**src/rtl/l2_tag_directory.sv**
```systemverilog
// Set-associative tag/MESI-state directory for the L2 cache model: tag compare, victim
// choice, MESI state write-back with per-set tree pseudo-LRU, and access statistics.
module l2_tag_directory #(
    parameter int SETS       = 16,
    parameter int WAYS       = 8,
    parameter int ADDR_W     = 32,
    parameter int LINE_BYTES = 64,
    localparam int OFF_W     = $clog2(LINE_BYTES),
    localparam int IDX_W     = $clog2(SETS),
    localparam int TAG_W     = ADDR_W - IDX_W - OFF_W,
    localparam int WAY_W     = $clog2(WAYS)
) (
    input  logic              clk,
    input  logic              rst,
    input  logic              cmd_valid,
    output logic              cmd_ready,
    input  logic [3:0]        cmd,
    input  logic [ADDR_W-1:0] addr,
    output logic              lookup_valid,
    output logic [1:0]        mesi_bits,
    output logic              miss,
    output logic [WAY_W-1:0]  lookup_way,
    input  logic              mesi_valid,
    input  logic [1:0]        mesi_returned,
    output logic              victim_valid,
    output logic              victim_dirty,
    output logic [TAG_W-1:0]  victim_tag,
    output logic              done,
    output logic [31:0]       hit_cnt,
    output logic [31:0]       miss_cnt,
    output logic [31:0]       rd_cnt,
    output logic [31:0]       wr_cnt
);

    localparam int NODE_W = (WAYS > 2) ? $clog2(WAYS - 1) : 1;

    localparam logic [2:0] ST_IDLE   = 3'd0;
    localparam logic [2:0] ST_LOOKUP = 3'd1;
    localparam logic [2:0] ST_WAIT   = 3'd2;
    localparam logic [2:0] ST_UPDATE = 3'd3;
    localparam logic [2:0] ST_CLEAR  = 3'd4;

    localparam logic [1:0] MESI_I = 2'd0;
    localparam logic [1:0] MESI_M = 2'd3;

    localparam logic [3:0] CMD_WR   = 4'd1;
    localparam logic [3:0] CMD_L1RD = 4'd2;
    localparam logic [3:0] CMD_SNPW = 4'd6;
    localparam logic [3:0] CMD_CLR  = 4'd8;

    // Victim walk: each node bit says which half holds the replacement candidate.
    function automatic logic [WAY_W-1:0] plru_victim(input logic [WAYS-2:0] tree);
        logic [NODE_W-1:0] node;
        logic [WAY_W-1:0]  way;
        logic              b;
        node = '0;
        way  = '0;
        for (int lvl = 0; lvl < WAY_W; lvl++) begin
            b    = tree[node];
            way  = (way << 1) | WAY_W'(b);
            node = (node << 1) + NODE_W'(1) + NODE_W'(b);
        end
        return way;
    endfunction

    function automatic logic [WAYS-2:0] plru_touch(input logic [WAYS-2:0] tree,
                                                   input logic [WAY_W-1:0] way);
        logic [NODE_W-1:0] node;
        logic [WAYS-2:0]   t;
        logic              b;
        t    = tree;
        node = '0;
        for (int lvl = 0; lvl < WAY_W; lvl++) begin
            b       = way[WAY_W-1-lvl];
            t[node] = ~b;
            node    = (node << 1) + NODE_W'(1) + NODE_W'(b);
        end
        return t;
    endfunction

    logic [2:0]       state_q;
    logic [2:0]       state_d;
    logic [3:0]       cmd_q;
    logic [IDX_W-1:0] idx_q;
    logic [TAG_W-1:0] tag_q;
    logic [IDX_W-1:0] clr_idx_q;
    logic [1:0]       ret_q;

    logic             cmd_ready_q;
    logic             lookup_valid_q;
    logic [1:0]       mesi_bits_q;
    logic             miss_q;
    logic [WAY_W-1:0] lookup_way_q;
    logic             victim_valid_q;
    logic             victim_dirty_q;
    logic [TAG_W-1:0] victim_tag_q;
    logic             done_q;
    logic [31:0]      hit_cnt_q;
    logic [31:0]      miss_cnt_q;
    logic [31:0]      rd_cnt_q;
    logic [31:0]      wr_cnt_q;

    logic [1:0]       way_st_q  [SETS][WAYS];
    logic [TAG_W-1:0] way_tag_q [SETS][WAYS];
    logic [WAYS-2:0]  plru_q    [SETS];

    logic             accept_s;
    logic             in_lookup_s;
    logic             in_clr_s;
    logic             cpu_s;
    logic [WAYS-1:0]  valid_s;
    logic [WAYS-1:0]  match_s;
    logic             hit_s;
    logic [WAY_W-1:0] hit_way_s;
    logic [WAY_W-1:0] free_way_s;
    logic [WAY_W-1:0] victim_way_s;
    logic [1:0]       vic_st_s;
    logic             vic_valid_s;

    assign accept_s    = cmd_valid & cmd_ready_q;
    assign in_lookup_s = (cmd <= CMD_SNPW);
    assign in_clr_s    = (cmd == CMD_CLR);
    assign cpu_s       = (cmd_q <= CMD_L1RD);

    // Tag compare over the latched set; lowest-index invalid way is preferred for fills.
    always_comb begin
        hit_way_s  = '0;
        free_way_s = '0;
        for (int w = WAYS - 1; w >= 0; w--) begin
            valid_s[w] = (way_st_q[idx_q][w] != MESI_I);
            match_s[w] = valid_s[w] && (way_tag_q[idx_q][w] == tag_q);
            hit_way_s  = match_s[w] ? WAY_W'(w) : hit_way_s;
            free_way_s = valid_s[w] ? free_way_s : WAY_W'(w);
        end
        hit_s        = |match_s;
        victim_way_s = (&valid_s) ? plru_victim(plru_q[idx_q]) : free_way_s;
        vic_st_s     = way_st_q[idx_q][victim_way_s];
        vic_valid_s  = (vic_st_s != MESI_I);
    end

    // Next-state logic of the command FSM.
    always_comb begin
        state_d = state_q;
        case (state_q)
            ST_IDLE: begin
                if (accept_s && in_lookup_s) begin
                    state_d = ST_LOOKUP;
                end else if (accept_s && in_clr_s) begin
                    state_d = ST_CLEAR;
                end else begin
                    state_d = ST_IDLE;
                end
            end
            ST_LOOKUP: state_d = ST_WAIT;
            ST_WAIT: begin
                if (mesi_valid) begin
                    state_d = ST_UPDATE;
                end else begin
                    state_d = ST_WAIT;
                end
            end
            ST_UPDATE: state_d = ST_IDLE;
            ST_CLEAR: begin
                if (clr_idx_q == IDX_W'(SETS - 1)) begin
                    state_d = ST_IDLE;
                end else begin
                    state_d = ST_CLEAR;
                end
            end
            default: state_d = ST_IDLE;
        endcase
    end

    // FSM state, command latch and registered handshake/lookup outputs.
    always_ff @(posedge clk) begin
        if (rst) begin
            state_q        <= ST_IDLE;
            cmd_q          <= 4'd0;
            idx_q          <= '0;
            tag_q          <= '0;
            clr_idx_q      <= '0;
            ret_q          <= MESI_I;
            cmd_ready_q    <= 1'b0;
            lookup_valid_q <= 1'b0;
            mesi_bits_q    <= MESI_I;
            miss_q         <= 1'b0;
            lookup_way_q   <= '0;
            victim_valid_q <= 1'b0;
            victim_dirty_q <= 1'b0;
            victim_tag_q   <= '0;
            done_q         <= 1'b0;
        end else begin
            state_q     <= state_d;
            cmd_ready_q <= (state_d == ST_IDLE);
            done_q      <= 1'b0;
            case (state_q)
                ST_IDLE: begin
                    if (accept_s) begin
                        cmd_q     <= cmd;
                        idx_q     <= addr[OFF_W+IDX_W-1:OFF_W];
                        tag_q     <= addr[ADDR_W-1:OFF_W+IDX_W];
                        clr_idx_q <= '0;
                        done_q    <= ~(in_lookup_s | in_clr_s);
                    end
                end
                ST_LOOKUP: begin
                    lookup_valid_q <= 1'b1;
                    if (hit_s) begin
                        miss_q         <= 1'b0;
                        mesi_bits_q    <= way_st_q[idx_q][hit_way_s];
                        lookup_way_q   <= hit_way_s;
                        victim_valid_q <= 1'b0;
                        victim_dirty_q <= 1'b0;
                        victim_tag_q   <= '0;
                    end else if (cpu_s) begin
                        miss_q         <= 1'b1;
                        mesi_bits_q    <= MESI_I;
                        lookup_way_q   <= victim_way_s;
                        victim_valid_q <= vic_valid_s;
                        victim_dirty_q <= (vic_st_s == MESI_M);
                        victim_tag_q   <= vic_valid_s ? way_tag_q[idx_q][victim_way_s] : '0;
                    end else begin
                        miss_q         <= 1'b1;
                        mesi_bits_q    <= MESI_I;
                        lookup_way_q   <= '0;
                        victim_valid_q <= 1'b0;
                        victim_dirty_q <= 1'b0;
                        victim_tag_q   <= '0;
                    end
                end
                ST_WAIT: begin
                    if (mesi_valid) begin
                        lookup_valid_q <= 1'b0;
                        ret_q          <= mesi_returned;
                        done_q         <= 1'b1;
                    end
                end
                ST_CLEAR: begin
                    clr_idx_q <= clr_idx_q + IDX_W'(1);
                    done_q    <= (clr_idx_q == IDX_W'(SETS - 2));
                end
                default: lookup_valid_q <= 1'b0;
            endcase
        end
    end

    // Way state/tag/PLRU storage; snoop misses leave the set untouched.
    always_ff @(posedge clk) begin
        if (rst) begin
            for (int s = 0; s < SETS; s++) begin
                plru_q[s] <= '0;
                for (int w = 0; w < WAYS; w++) begin
                    way_st_q[s][w]  <= MESI_I;
                    way_tag_q[s][w] <= '0;
                end
            end
        end else if (state_q == ST_CLEAR) begin
            plru_q[clr_idx_q] <= '0;
            for (int w = 0; w < WAYS; w++) begin
                way_st_q[clr_idx_q][w] <= MESI_I;
            end
        end else if ((state_q == ST_UPDATE) && (!miss_q || cpu_s)) begin
            way_st_q[idx_q][lookup_way_q] <= ret_q;
            if (miss_q) begin
                way_tag_q[idx_q][lookup_way_q] <= tag_q;
            end
            if (cpu_s) begin
                plru_q[idx_q] <= plru_touch(plru_q[idx_q], lookup_way_q);
            end
        end
    end

    // Statistics: CPU-side commands only, cleared when a CLR is accepted.
    always_ff @(posedge clk) begin
        if (rst || (accept_s && in_clr_s)) begin
            hit_cnt_q  <= 32'd0;
            miss_cnt_q <= 32'd0;
            rd_cnt_q   <= 32'd0;
            wr_cnt_q   <= 32'd0;
        end else if ((state_q == ST_UPDATE) && cpu_s) begin
            hit_cnt_q  <= hit_cnt_q + {31'd0, ~miss_q};
            miss_cnt_q <= miss_cnt_q + {31'd0, miss_q};
            rd_cnt_q   <= rd_cnt_q + {31'd0, (cmd_q != CMD_WR)};
            wr_cnt_q   <= wr_cnt_q + {31'd0, (cmd_q == CMD_WR)};
        end
    end

    assign cmd_ready    = cmd_ready_q;
    assign lookup_valid = lookup_valid_q;
    assign mesi_bits    = mesi_bits_q;
    assign miss         = miss_q;
    assign lookup_way   = lookup_way_q;
    assign victim_valid = victim_valid_q;
    assign victim_dirty = victim_dirty_q;
    assign victim_tag   = victim_tag_q;
    assign done         = done_q;
    assign hit_cnt      = hit_cnt_q;
    assign miss_cnt     = miss_cnt_q;
    assign rd_cnt       = rd_cnt_q;
    assign wr_cnt       = wr_cnt_q;

endmodule

```
**config.mk**
```make
export PLATFORM = sky130hd
export DESIGN_NAME = l2_tag_directory
export DESIGN_NICKNAME = d
export VERILOG_FILES = /design/src/rtl/l2_tag_directory.sv
export SDC_FILE = /design/constraint.sdc
export NUM_CORES = 2
export LEC_CHECK = 0
export BUFFER_PORTS_ARGS = -buffer_cell sky130_fd_sc_hd__buf_2
export CORE_MARGIN = 8
export CORE_UTILIZATION = 53
export DETAILED_ROUTE_END_ITERATION = 8
export PLACE_DENSITY = 0.75
export SLEW_MARGIN = 20
export SYNTH_ARGS = -nofsm -noshare
export SYNTH_HDL_FRONTEND = slang
export SYNTH_SLANG_ARGS = --single-unit
```
**constraint.sdc**
```tcl
create_clock -name clk -period 5.45 [get_ports clk]
set_input_delay 1.3625 -clock clk [delete_from_list [all_inputs] [get_ports clk]]
set_output_delay 1.3625 -clock clk [all_outputs]
set_load 0.005 [all_outputs]
```
# Yosys cells after proc, flatten, opt, wreduce, memory -nomap -nowiden
# Memory sizes are Yosys's and may differ from the RTL's. A register that Yosys moved wholly into a read port is not among the register bits.
# Cells that the tools add are included.
# W data, S select, Z words.
dict set report op_classes {
  mux 103
  n_addsub 11
  eq_ne 20
  n_lt_le_gt_ge 12
  n_reduce_logical 42
  bitwise_logic 13
}
# op n
set op_table {}
lappend op_table {{$mux W176} 3}
lappend op_table {{$eq A22 B22 Y1} 8}
lappend op_table {{$reduce_or A176 Y1} 1}
lappend op_table {{$mux W22} 6}
lappend op_table {{$add A32 B1 Y32} 4}
lappend op_table {{$bmux W22 S3} 1}
lappend op_table {{$demux W22 S3} 1}
lappend op_table {{$mux W3} 22}
lappend op_table {{$mux W16} 4}
lappend op_table {{$mux W4} 12}
lappend op_table {{$mux W1} 33}
lappend op_table {{$reduce_or A16 Y1} 2}
lappend op_table {{$reduce_bool A2 Y1} 10}
lappend op_table {{$logic_and A1 B1 Y1} 15}
lappend op_table {{$bwmux W7} 2}
lappend op_table {{$mux W7} 2}
lappend op_table {{$reduce_or A7 Y1} 2}
lappend op_table {{$bmux W2 S3} 2}
lappend op_table {{$eq A4 B4 Y1 const B} 3}
lappend op_table {{$ge A4 B4 Y1 const B} 3}
lappend op_table {{$mux W2} 6}
lappend op_table {{$not A3 Y4} 3}
lappend op_table {{$pmux W3 S4} 1}
lappend op_table {{$lt A2 B4 Y1 const B} 2}
lappend op_table {{34 further kinds} 53}
dict set report totals {
  inputBits 42
  word_cells 223
  output_inout_bits 161
  ram_bits 3184
  ff_bits 200
  mem_count 3
}
# memory words width rd rd_ports_with_merged_regs wr line
set memory_table {}
lappend memory_table {way_tag_q 16 176 1 1 16 104} ;# logic [TAG_W-1:0] way_tag_q [SETS][WAYS];
lappend memory_table {way_st_q 16 16 1 1 16 103} ;# logic [1:0] way_st_q [SETS][WAYS];
lappend memory_table {plru_q 16 7 1 1 16 105} ;# logic [WAYS-2:0] plru_q [SETS];

# Logic depth before layout (Yosys ltp)
dict set report logic_depth {
  ltp_word 18
  depth_mapped 21
  ltp_nobuf 14
}

# Worst setup path before layout
# Ideal clock, no wire load.
dict set report synth_timing {
  kind {reg-to-reg}
  start {register (tool-made name)}
  end {register victim_tag_q[11] (netlist: victim_tag[11])}
  t_required_ps 5318
  arrival_time_ps 3792
  period_less_slack_ps 3924
  setup_ps 132
  setup_slack_ps 1526
  stages_incl_launch_ff 15
  path_cell_list {dfxtp_1 -> buf_6 -> mux4_1 -> mux4_2 -> mux2i_1 -> ha_1 -> mux2i_1 -> a21oi_1 -> o221ai_4 -> nand2_4 -> mux2_1 -> nor2_1 -> a21oi_1 -> a2111oi_0 -> o31ai_1}
}
# element line
set synth_rtl {}
lappend synth_rtl {{to (signal assigned)} 221} ;# victim_tag_q <= vic_valid_s ? way_tag_q[idx_q][victim_way_s] : '0;
lappend synth_rtl {{to (decl)} 96} ;# logic [TAG_W-1:0] victim_tag_q;

==> results by group <==
Layout
  – Layout net count: 12032
  – Area Overhead vs Synth: 10.79%
  – Fillers: 23131
  – Final core occ: 0.5884
  – Reg area: 99730 µm²
  – Layout Cells excl Fill: 16369
  – Layout cell share with drive strength beyond 1: 0.2027
  – Area of the multi-input gates: 56200 µm²
  – Post-route cell area: 179500 µm²

STA
  – Max Freq: 179.4 MHz
  – Final hold violations: 0
  – Slew @ Worst Pin: 1365 ps
  – Slew headroom: 0.09002
  – Hold_ws: 455.7 ps
  – Setup violators final: 1
  – RSZ-0062 raised after global routing: no
  – Setup ws final: -125.0 ps
  – Final Cycle Share: 1.023
  – Setup TNS: -125.0 ps
  – Final slew viol count: 0
  – Worst Skew: 121.0 ps
  – Final Critical Period: 5575 ps

Power and ir drop
  – Maximum VDD drop: 0.3250 mV
  – Flop pwr share: 0.487
  – Cell Int Power: 44.72 mW
  – Switch Pwr: 16.01 mW
  – Leak: 59.58 nW
  – Comb pwr share: 0.125
  – Switching Fraction: 0.2636
  – Power per cell area: 338.3 nW/µm²
  – Clock Power Share: 0.388
  – Power Total: 60.73 mW

Synthesis
  – Syn avg cell area: 13.38 µm²
  – Share of the synthesized area in the top cell type: 0.5902
  – Sequential area share after synthesis: 0.6154
  – Post-synth cell types: 114
  – Syn. warnings: 0
  – Post-synth top area cell: edfxtp_1
  – Post-synth EDFFs: 3184
  – Top_reg_cell synth: edfxtp_1
  – Top cells by area, synth: edfxtp_1 (59%), mux4_2 (10%), nor3_1 (6.9%)
  – Syn nets: 12168
  – Post-synth ARST share: 0
  – Synthesized instance count: 12107
  – Post-Synthesis Cell Area: 162000 µm²
  – Seq cells post-synth: 3388

Clocking
  – H-tree depth: 5
  – Clk slew on worst S/H paths: 60 ps
  – Worst-skew pair later-pin latency: 1000 ps
  – Clock buffer depth: 4
  – Clk sinks: 3388
  – Root Driver: clkbuf_16
  – Num CTS Buffers: 351
  – CTS tree: done
  – CTS Hold Bufs: 0

Routing
  – Final WL: 572.1 mm
  – First DRT Iteration DRCs: 19669
  – Iteration count of the initial detailed-routing pass: 9
  – Antenna Nets Post-Route: 0
  – Via count: 114577
  – Drt wl/cell: 34.95 µm
  – Via-per-instance ratio: 7.000
  – DRC errors left: 3

Floorplan
  – Die Area: 323600 µm²
  – Core box area: 305000 µm²
  – Core Rows: 203
  – Chip Height: 568.9 µm
  – Die width: 568.9 µm
  – Io pins: 203
  – Starting Density: 0.5311

Critical path
  – Critical-path cell list: buf_12 > buf_4 > or2_1 > buf_12 > a211oi_1 > o41a_1 > o21ai_0 > o2111ai_1 > nor4_1 > nand4_1 > buf_4 > o21ai_0 > a311oi_1 > a21oi_1 > buf_4 > a211oi_1 > buf_4 > a211oi_1
  – Reg2reg end: lookup_way[0]
  – Worst-path fanout max: 21
  – Setup CP Type: reg -> reg
  – CP required: 6290 ps
  – Cell mode on critical path: buf_4
  – CP max stage delay: 590 ps
  – Crit path arrival time: 6410 ps
  – Flop2flop setup slack: -130 ps
  – CP Launch Type: flop
  – Worst setup EP type: flop
  – CP max stage cell: dfxtp_4
  – Worst reg2reg path depth: 18

GRT
  – Initial antenna violation count: 26
  – Vias in the first global route: 110550
  – First-pass GRT wire length: 803.2 mm
  – Grt ovf: 0
  – Largest net degree at the start of global routing: 248
  – GRT Total Usage: 0.3419

Placement
  – Placed Instances: 15717
  – HPWL Detailed: 365.3 mm
  – DP Worst Slack: -330.9 ps
  – Placed cell area: 168300 µm²
  – Quantity of I/O buffers inserted on ports: 196
  – RD Place Congestion: 1.032

Worst hold path
  – Hold depth: 2
  – Hold endpoint: victim_tag[13]
  – Hold path start: victim_tag[13]
  – HP Class: reg -> reg

Run status
  – Failing checks: DRC, setup timing
  – Outcome: finished, violations left

Flow run
  – Max Cap Viol: 0
-- synthesized netlist by cell type (all sizes together), types with 9 or more instances --
| cell type | count |
|---|---|
| o31ai | 14 |
| and3 | 67 |
| o21bai | 128 |
| nor2b | 25 |
| nor2 | 778 |
| o211ai | 27 |
| inv | 36 |
| nand4 | 55 |
| a31oi | 40 |
| edfxtp | 3184 |
| a21oi | 163 |
| buf | 343 |
| nor3 | 2237 |
| a22o | 12 |
| or4 | 10 |
| a311oi | 17 |
| a211oi | 49 |
| or3 | 36 |
| a211o | 9 |
| a221oi | 30 |
| ha | 19 |
| o221ai | 10 |
| or2 | 150 |
| dfxtp | 204 |
| nor4 | 30 |
| o22ai | 59 |
| nand2 | 502 |
| mux4 | 743 |
| o21a | 15 |
| a2111oi | 13 |
| mux2i | 443 |
| nand2b | 55 |
| and4 | 21 |
| and2 | 669 |
| nand3 | 109 |
| o2111ai | 12 |
| mux2 | 138 |
| xor2 | 93 |
| nor4b | 12 |
| a22oi | 74 |
| nand3b | 9 |
| o21ai | 142 |
| clkbuf | 1010 |
| xnor2 | 204 |
| nor3b | 9 |
-- worst max-delay path, delay by kind of cell (launching register included) --
kind / cells / cell delay (ps)
buffers and inverters: 6 / 1480
AND/OR/NAND/NOR: 3 / 1090
flip-flops: 1 / 590
AO/OA/AOI/OAI: 9 / 2180
-- power by group through the flow --
stage / Sequential (mW) / Combinational, mW / Clock (mW)
after global placement: 30.0 / 7.19 / 0
after floorplan: 29.9 / 4.08 / 0
after detailed placement: 30.1 / 7.24 / 0
after CTS: 29.5 / 7.28 / 23.5
final: 29.5 / 7.61 / 23.6
after global routing: 29.6 / 7.62 / 24.4
-- routing by layer --
metal	vias to the layer above	wire length, µm	GRT usage
met1	56857	187700	0.4277
met2	9867	251100	0.5131
met5	-	184	0.0001470
met4	26	51410	0.2437
li1	45704	-	-
met3	2123	81650	0.09820
-- registers in the layout, summed over array words and instances (netlist names), 4 cells and up, named ones only --
signal / cells
wr_cnt: 32
way_tag_q: 2816
idx_q: 4
cmd_q: 4
miss_cnt: 32
tag_q: 22
hit_cnt: 32
victim_tag: 22
plru_q: 112
way_st_q: 256
clr_idx_q: 4
rd_cnt: 32
-- cell families after synthesis --
logic type / synth area share
simple gates: 0.1492
compound gates: 0.03764
xor+xnor: 0.01615
buf+inv: 0.03988
fa+ha+maj: 0.001467
mux: 0.1403
flops: 0.6154
-- timing repair --
action | CTS | global route
endpoints found under the setup margin | 6 | 5
resized for setup | 4 | 5
gates cloned | 0 | 0
buffers inserted | 1 | 0
-- placed cells by master, fill, tap and decap left out, types with 54 or more instances in the layout --
| cell | n |
|---|---|
| a21oi_1 | 162 |
| a22oi_1 | 74 |
| and2_1 | 667 |
| and3_1 | 67 |
| buf_12 | 81 |
| buf_2 | 195 |
| buf_4 | 583 |
| clkbuf_1 | 63 |
| clkbuf_16 | 353 |
| clkinv_1 | 82 |
| clkinv_2 | 66 |
| dfxtp_1 | 194 |
| edfxtp_1 | 3184 |
| mux2_2 | 131 |
| mux2i_1 | 438 |
| mux4_2 | 741 |
| nand2_1 | 482 |
| nand2b_1 | 54 |
| nand3_1 | 103 |
| nor2_1 | 775 |
| nor3_1 | 2234 |
| o21ai_0 | 115 |
| o21bai_1 | 128 |
| o22ai_1 | 59 |
| or2_2 | 148 |
| xnor2_1 | 202 |
| xor2_1 | 93 |
-- worst max-delay path by stage --
stage | start | to | slack (ps)
2_1_floorplan | flop | victim_tag[11] | 1530
3_3_place_gp | flop | victim_tag[4] | -360
3_5_place_dp | flop | victim_tag[4] | -330
4_1_cts | flop | lookup_way[0] | 150
5_1_grt | flop | lookup_way[0] | 0.8
6_report | flop | lookup_way[0] | -130
-- area by class of cell --
| class | count | area share |
|---|---|---|
| multi-input cells | 7323 | 0.3131 |
| diodes | 20 | 0.0002788 |
| repair buffers | 864 | 0.03937 |
| clock inverters | 206 | 0.01045 |
| flip-flops and latches | 3388 | 0.5556 |
| well taps | 4100 | 0.02858 |
| clock buffers | 425 | 0.05122 |
| inverters | 43 | 0.001408 |
(Power assumes the default switching activity.)
